### src/rtl/debounce_sync_pkg.sv
`default_nettype none
// +----------------------------------------------------------------------+
// | debounce_sync_pkg : shared types/constants for input conditioning    |
// | Rev 1.0                                                              |
// +----------------------------------------------------------------------+
package debounce_sync_pkg;

    typedef enum logic [1:0] {
        STABLE_LO = 2'd0,
        PEND_HI   = 2'd1,
        STABLE_HI = 2'd2,
        PEND_LO   = 2'd3
    } state_t;

    localparam int DEBOUNCE_MIN = 2;
    localparam int DEBOUNCE_MAX = 65535;

endpackage
`default_nettype wire

### src/rtl/sync2.sv
`default_nettype none
// +----------------------------------------------------------------------+
// | sync2 : two-flop level synchronizer, async active-low reset to 0     |
// | Rev 1.0                                                              |
// +----------------------------------------------------------------------+
module sync2 (
    input  logic clk,
    input  logic rst,
    input  logic d,
    output logic q
);

    logic r_s1;

    always_ff @(posedge clk or negedge rst) begin
        if (!rst) begin
            r_s1 <= 1'b0;
            q    <= 1'b0;
        end else begin
            r_s1 <= d;
            q    <= r_s1;
        end
    end

endmodule
`default_nettype wire

### src/rtl/debounce_sync.sv
`default_nettype none
// +----------------------------------------------------------------------+
// | debounce_sync : synchronize + glitch-filter a raw level, count       |
// |                 rejected transitions. Rev 1.0                        |
// +----------------------------------------------------------------------+
module debounce_sync
    import debounce_sync_pkg::*;
#(
    parameter int DEBOUNCE = 4,
    parameter int CNT_W    = $clog2(DEBOUNCE),
    parameter int GW       = 8
) (
    input  logic          clk,
    input  logic          rst,
    input  logic          d,
    input  logic          glitch_clr,
    output logic          q,
    output logic          pending,
    output logic [GW-1:0] glitch_cnt
);

    generate
        if (DEBOUNCE < DEBOUNCE_MIN || DEBOUNCE > DEBOUNCE_MAX) begin : g_bad_debounce
            $error("debounce_sync: DEBOUNCE out of range 2..65535");
        end
        if (CNT_W != $clog2(DEBOUNCE)) begin : g_bad_cnt_w
            $error("debounce_sync: CNT_W is derived and must not be overridden");
        end
    endgenerate

    localparam logic [CNT_W-1:0] c_CNT_LAST = CNT_W'(DEBOUNCE - 1);
    localparam logic [GW-1:0]    c_GC_MAX   = '1;

    logic             w_s;
    logic             w_glitch;
    state_t           r_state;
    logic [CNT_W-1:0] r_cnt;

    sync2 u_sync2 (
        .clk (clk),
        .rst (rst),
        .d   (d),
        .q   (w_s)
    );

    // A candidate is rejected the moment the synchronized level reverts.
    assign w_glitch = ((r_state == PEND_HI) && !w_s) || ((r_state == PEND_LO) && w_s);

    always_ff @(posedge clk or negedge rst) begin
        if (!rst) begin
            r_state <= STABLE_LO;
            r_cnt   <= '0;
            q       <= 1'b0;
            pending <= 1'b0;
        end else begin
            case (r_state)
                STABLE_LO: begin
                    if (w_s) begin
                        r_state <= PEND_HI;
                        r_cnt   <= CNT_W'(1);
                        pending <= 1'b1;
                    end else begin
                        r_cnt   <= '0;
                    end
                end
                PEND_HI: begin
                    if (!w_s) begin
                        r_state <= STABLE_LO;
                        r_cnt   <= '0;
                        pending <= 1'b0;
                    end else if (r_cnt == c_CNT_LAST) begin
                        r_state <= STABLE_HI;
                        r_cnt   <= '0;
                        q       <= 1'b1;
                        pending <= 1'b0;
                    end else begin
                        r_cnt   <= r_cnt + CNT_W'(1);
                    end
                end
                STABLE_HI: begin
                    if (!w_s) begin
                        r_state <= PEND_LO;
                        r_cnt   <= CNT_W'(1);
                        pending <= 1'b1;
                    end else begin
                        r_cnt   <= '0;
                    end
                end
                PEND_LO: begin
                    if (w_s) begin
                        r_state <= STABLE_HI;
                        r_cnt   <= '0;
                        pending <= 1'b0;
                    end else if (r_cnt == c_CNT_LAST) begin
                        r_state <= STABLE_LO;
                        r_cnt   <= '0;
                        q       <= 1'b0;
                        pending <= 1'b0;
                    end else begin
                        r_cnt   <= r_cnt + CNT_W'(1);
                    end
                end
                default: begin
                    r_state <= STABLE_LO;
                    r_cnt   <= '0;
                    q       <= 1'b0;
                    pending <= 1'b0;
                end
            endcase
        end
    end

    always_ff @(posedge clk or negedge rst) begin
        if (!rst) begin
            glitch_cnt <= '0;
        end else if (glitch_clr) begin
            glitch_cnt <= '0;
        end else if (w_glitch && (glitch_cnt != c_GC_MAX)) begin
            glitch_cnt <= glitch_cnt + GW'(1);
        end
    end

endmodule
`default_nettype wire
### config.mk
export PLATFORM = sky130hd
export DESIGN_NAME = debounce_sync
export DESIGN_NICKNAME = d
export VERILOG_FILES = /design/src/rtl/debounce_sync_pkg.sv /design/src/rtl/sync2.sv /design/src/rtl/debounce_sync.sv
export SDC_FILE = /design/constraint.sdc
export NUM_CORES = 1
export LEC_CHECK = 0
export CORE_MARGIN = 3
export CORE_UTILIZATION = 35
export DETAILED_ROUTE_END_ITERATION = 8
export GPL_TIMING_DRIVEN = 1
export PLACE_DENSITY = 0.61
export SETUP_SLACK_MARGIN = 0.4
export SKIP_LAST_GASP = 1
export SYNTH_ARGS = -nofsm -noshare
export SYNTH_HDL_FRONTEND = slang
export SYNTH_HIERARCHICAL = 1
export SYNTH_SLANG_ARGS = --single-unit
### constraint.sdc
create_clock -name clk -period 2.2 [get_ports clk]
set_clock_uncertainty 0.2 [all_clocks]
set_input_delay 0.22 -clock clk [delete_from_list [all_inputs] [get_ports clk]]
set_output_delay 0.22 -clock clk [all_outputs]
set_load 0.02 [all_outputs]
# After elaboration in Yosys (flattened, before gate mapping)
# Cells that the tools add are included.
[word_totals] reg_bits=16 inputBits=4 ramBits=0 romBits=0 mem_count=0 output_inout_bits=10 latch_bits=0
[classes] reduce_logical=11 shift=0 n_mux=26 n_addsub=2 multipliers=0 n_lt_le_gt_ge=0 div_mod_pow=0 bitwise=0 n_eq_ne=13
[op_table] op="2-bit 2-to-1 mux" n=9
[op_table] op="8-bit 2-to-1 mux" n=2
[op_table] op="2-bit case mux with 4 select lines" n=2
[op_table] op="1-bit 2-to-1 mux" n=11
[op_table] op="8-bit by 1-bit adder with 8-bit output, second input constant" n=1
[op_table] op="2-bit by 1-bit inequality test with 1-bit output, second input constant" n=4
[op_table] op="8-bit inequality test, second input constant" n=1
[op_table] op="2-bit equality test, second input constant" n=3
[op_table] op="5-bit AND reduction" n=1
[op_table] op="2-bit inequality test, second input constant" n=2
[op_table] op="1-bit case mux with 4 select lines" n=1
[op_table] op="4-bit AND reduction" n=1
[op_table] op="2-bit nonzero test" n=2
[op_table] op="1-bit logical AND" n=3
[op_table] op="3-bit by 1-bit inequality test with 1-bit output, second input constant" n=1
[op_table] op="3-bit inequality test, second input constant" n=1
[op_table] op="2-bit by 1-bit adder with 2-bit output, second input constant" n=1
[op_table] op="2-bit by 1-bit equality test with 1-bit output, second input constant" n=1
[op_table] op="2-bit logical NOT" n=1
[op_table] op="1-bit case mux with 2 select lines" n=1
[op_table] op="2-bit AND reduction" n=1
[op_table] op="1-bit logical NOT" n=1
[op_table] op="1-bit logical OR" n=1

# Logic depth before layout (Yosys ltp)
[logic_depth] ltp_word=6 mapped_depth=5 ltp_nobuf=5

# Modules after synthesis
# Netlist, hierarchy kept.
[modules_own_cells] mod="debounce_sync" area_each_um2=683.2 n_inst=1 seq_area_each_um2=350.3 cells_per_inst=63
[modules_own_cells] mod="sync2" area_each_um2=50.0 n_inst=1 seq_area_each_um2=50.0 cells_per_inst=2

# Least setup slack after synthesis
# Ideal clock, no wire load.
[synth_path] path_kind="register to register" start="register glitch_cnt[0]" end="register glitch_cnt[5]" slack_ps=386 t_required_ps=1922 arrival_ps=1537 path_buffers=0 stages_incl_launch_ff=6 cell_sequence="dfrtp_1 > ha_1 > nand3_1 > o211ai_4 > or4_1 > a21oi_1"
[synth_between] elab_chain_cells=3
[synth_rtl] item="start: declaration" line_no="debounce_sync.sv:19" rtl="output logic [GW-1:0] glitch_cnt"
[synth_rtl] item="start signal: assignment" line_no="debounce_sync.sv:119" rtl="glitch_cnt <= glitch_cnt + GW'(1);"
[synth_rtl] item="8-bit by 1-bit adder with 8-bit output or 8-bit inequality test (tied branches)" line_no="debounce_sync.sv:119, debounce_sync.sv:118"
[synth_rtl] item="8-bit 2-to-1 mux or 1-bit logical AND (tied branches)" line_no="debounce_sync.sv:118" rtl="end else if (w_glitch && (glitch_cnt != c_GC_MAX)) begin"
[synth_rtl] item="8-bit 2-to-1 mux or 2-bit nonzero test (tied branches)"
# Several ways; a longest one is shown, not always the timed one. The select of a mux whose other input is x is not followed.
# A chain may end at the register's enable or synchronous reset.

# Worst setup path in the final report
# Ends and elaborated chain as after synthesis.

==> results.json <==
{
  "track_usage_pct": 12.80,
  "synth-seq-area-share_pct": 54.61,
  "finalInstanceArea_um2": 960.9,
  "criticalPathCategory": "flop to flop",
  "insertedDiodeCount": 0,
  "yosysUniqueCellTypes": 24,
  "postPlaceCellArea_um2": 894.6,
  "r2r_end": "glitch_cnt[5]$_DFFE_PN0P_",
  "tightest_slew_ns": 0.4010,
  "p_leak_nw": 0.4807,
  "place.gp.congestion": 0.8045,
  "rsz0062_at_grt": "yes",
  "fin_setup_tns_ns": 0,
  "clock-root-buffer": "clkbuf_4",
  "worstRegToRegCells": 5,
  "syn_avg_cell_area_um2": 11.28,
  "instances_no_fill": 108,
  "final_cell_mix": "dfrtp_1 (15), nor2_1 (7), a21oi_1 (7), clkdlybuf4s50_1 (7), dlymetal6s2s_1 (4)",
  "die_w_um": 51.77,
  "fmax_mhz": 572.6,
  "slew_headroom_pct": 73.18,
  "overflow": 0,
  "io_pins": 14,
  "path_clk_slew_ns": 0.10,
  "fin_crit_sh_pct": 79.38,
  "cp-start-kind": "flop",
  "htreeDepth": 1,
  "layout-drive-gt1-share_pct": 16.87,
  "vias_per_cell": 5.139,
  "first_iter_violations": 4,
  "dieArea_mm2": 0.002680,
  "finalNetCount": 90,
  "finalSetupViolCount": 0,
  "ys.flop_type": "dfrtp_1",
  "final_common_cell": "dfrtp_1",
  "drc_errors": 0,
  "cts_max_path_buffers": 2,
  "first_global_vias": 555,
  "cts_buffers": 3,
  "clock_latency_ns": 0.29,
  "path_max_fanout": 10,
  "synth_edf_count": 0,
  "drv_cap": 0,
  "netlist_instances": 65,
  "drv_slew": 0,
  "numPlacedInstances": 102,
  "r2r-start": "glitch_cnt[0]$_DFFE_PN0P_",
  "core_area_mm2": 0.001858,
  "cp.required_ns": 2.22,
  "fin_crit_ns": 1.746,
  "peakVddDrop_mv": 0.4766,
  "port_buffers": 13,
  "synth-seq-cells": 16,
  "wl_per_cell_um": 12.84,
  "wl_um": 1387,
  "setup_ws_ns": 0.4537,
  "grt_max_degree": 11,
  "cts_tree": "yes",
  "antenna_found_initial": 0,
  "rows": 15,
  "worstSetupEndpointType": "flop",
  "drtPass1Iterations": 4,
  "status": "finished, final reports clean",
  "dp_hpwl_um": 979.7,
  "synthArstFlopShare_pct": 100.0,
  "synth_nets": 71,
  "powerDensity_mw_per_mm2": 943.6,
  "vias": 555,
  "synth_area_um2": 733.2,
  "die_h_um": 51.77,
  "area_growth_syn_to_layout_pct": 31.06,
  "ant_nets": 0,
  "yosys_warnings": 6,
  "whs_ns": 0.01457,
  "finalHoldViolCount": 0,
  "min-delay-path-class": "input pin to async pin",
  "start_util_pct": 39.46,
  "worstPathArrival_ns": 1.76,
  "rrSetupSlack_ns": 0.45,
  "grt_pass1_wl_um": 2504,
  "dp_slack_ns": 0.3874,
  "clock-sinks": 16
}
==> report_power, final <==
part	leakage, nW	internal, mW	switching, mW
logic	0.252	0.150	0.142
clock network	0.0210	0.101	0.0912
registers	0.208	0.353	0.0702
==> metrics by stage <==
step	power (mW)	utilization, %
2_1_floorplan	0.6147	-
3_3_place_gp	0.6945	48.15
3_5_place_dp	0.7016	48.15
4_1_cts	0.9148	50.64
5_1_grt	0.9840	51.72
6_report	0.9068	51.72
==> flip-flops by register name, summed over array words and instances, names as in the netlist, named ones only <==
register      flops
r_cnt             2
pending           1
glitch_cnt        8
q                 1
r_state           1
u_sync2/r_s1      1
u_sync2/q         1
==> kinds of logic (layout without fill, tap and decap cells) <==
kind of cell | Yosys count | count (layout) | share of synthesized area (%)
XOR/XNOR | 3 | 3 | 6.144
flip-flops | 16 | 16 | 54.61
multiplexers | 2 | 2 | 2.901
adder cells (fa/ha/maj) | 2 | 2 | 3.412
AO/OA/AOI/OAI | 16 | 16 | 15.53
buffers and inverters | 4 | 22 | 2.218
AND/OR/NAND/NOR | 22 | 22 | 15.19
==> synthesized netlist by cell type, types with 2 or more instances <==
cell type   n  area share [%]
nand4_1     2             1.7
or4_1       2             2.0
a21oi_1     7             4.8
o21ai_0     2             1.4
ha_1        2             3.4
o31ai_1     3             3.1
nand2_1     3             1.5
nand3_1     4             2.7
nor2_1      7             3.6
inv_1       2             1.0
or3_1       2             1.7
dfrtp_1    16              55
xor2_1      2             2.4
==> worst max-delay path by stage <==
stage                                         start                         to  slack [ns]  cells after the start
final                     glitch_cnt[0]$_DFFE_PN0P_  glitch_cnt[5]$_DFFE_PN0P_        0.45                      5
after detailed placement  glitch_cnt[0]$_DFFE_PN0P_  glitch_cnt[5]$_DFFE_PN0P_        0.39                      5
after global placement          u_sync2/q$_DFF_PN0_  glitch_cnt[5]$_DFFE_PN0P_        0.43                      4
after global routing      glitch_cnt[0]$_DFFE_PN0P_  glitch_cnt[7]$_DFFE_PN0P_        0.39                      5
after CTS                 glitch_cnt[0]$_DFFE_PN0P_  glitch_cnt[5]$_DFFE_PN0P_        0.41                      5
after floorplan           glitch_cnt[1]$_DFFE_PN0P_  glitch_cnt[5]$_DFFE_PN0P_        0.41                      5
==> critical path, cell delays in order (launching register included) <==
cell	delay (ns)
dfrtp_2	0.44
ha_2	0.21
nand3_2	0.10
o211ai_4	0.13
or4_1	0.43
a21oi_1	0.15
==> metal layers <==
| layer | up-vias | wire (µm) | part of all wire, % | GRT usage, % |
|---|---|---|---|---|
| li1 | 273 | - | - | - |
| met1 | 267 | 678 | 49 | 16.97 |
| met2 | 11 | 632 | 46 | 18.64 |
| met3 | 4 | 42 | 3.0 | 1.719 |
| met4 | 0 | 34 | 2.5 | 10.04 |
| met5 | - | 0 | 0 | 0 |
==> cell type report <==
cell class,instances,area (µm²)
tap,25,31.28
inverter,2,7.507
sequential,16,401.6
timing repair buffer,16,160.2
fill,163,897.1
multi-input combinational,45,324.1
clock buffer,4,36.28
==> what timing repair did <==
action | 4_1_cts | 5_1_grt
resized for setup | 3 | 5
hold buffers | 0 | 0
pin swaps | 1 | 0
buffers inserted | 1 | 1
setup endpoints to repair | 4 | 8
Power figures use the tool's default switching activity.
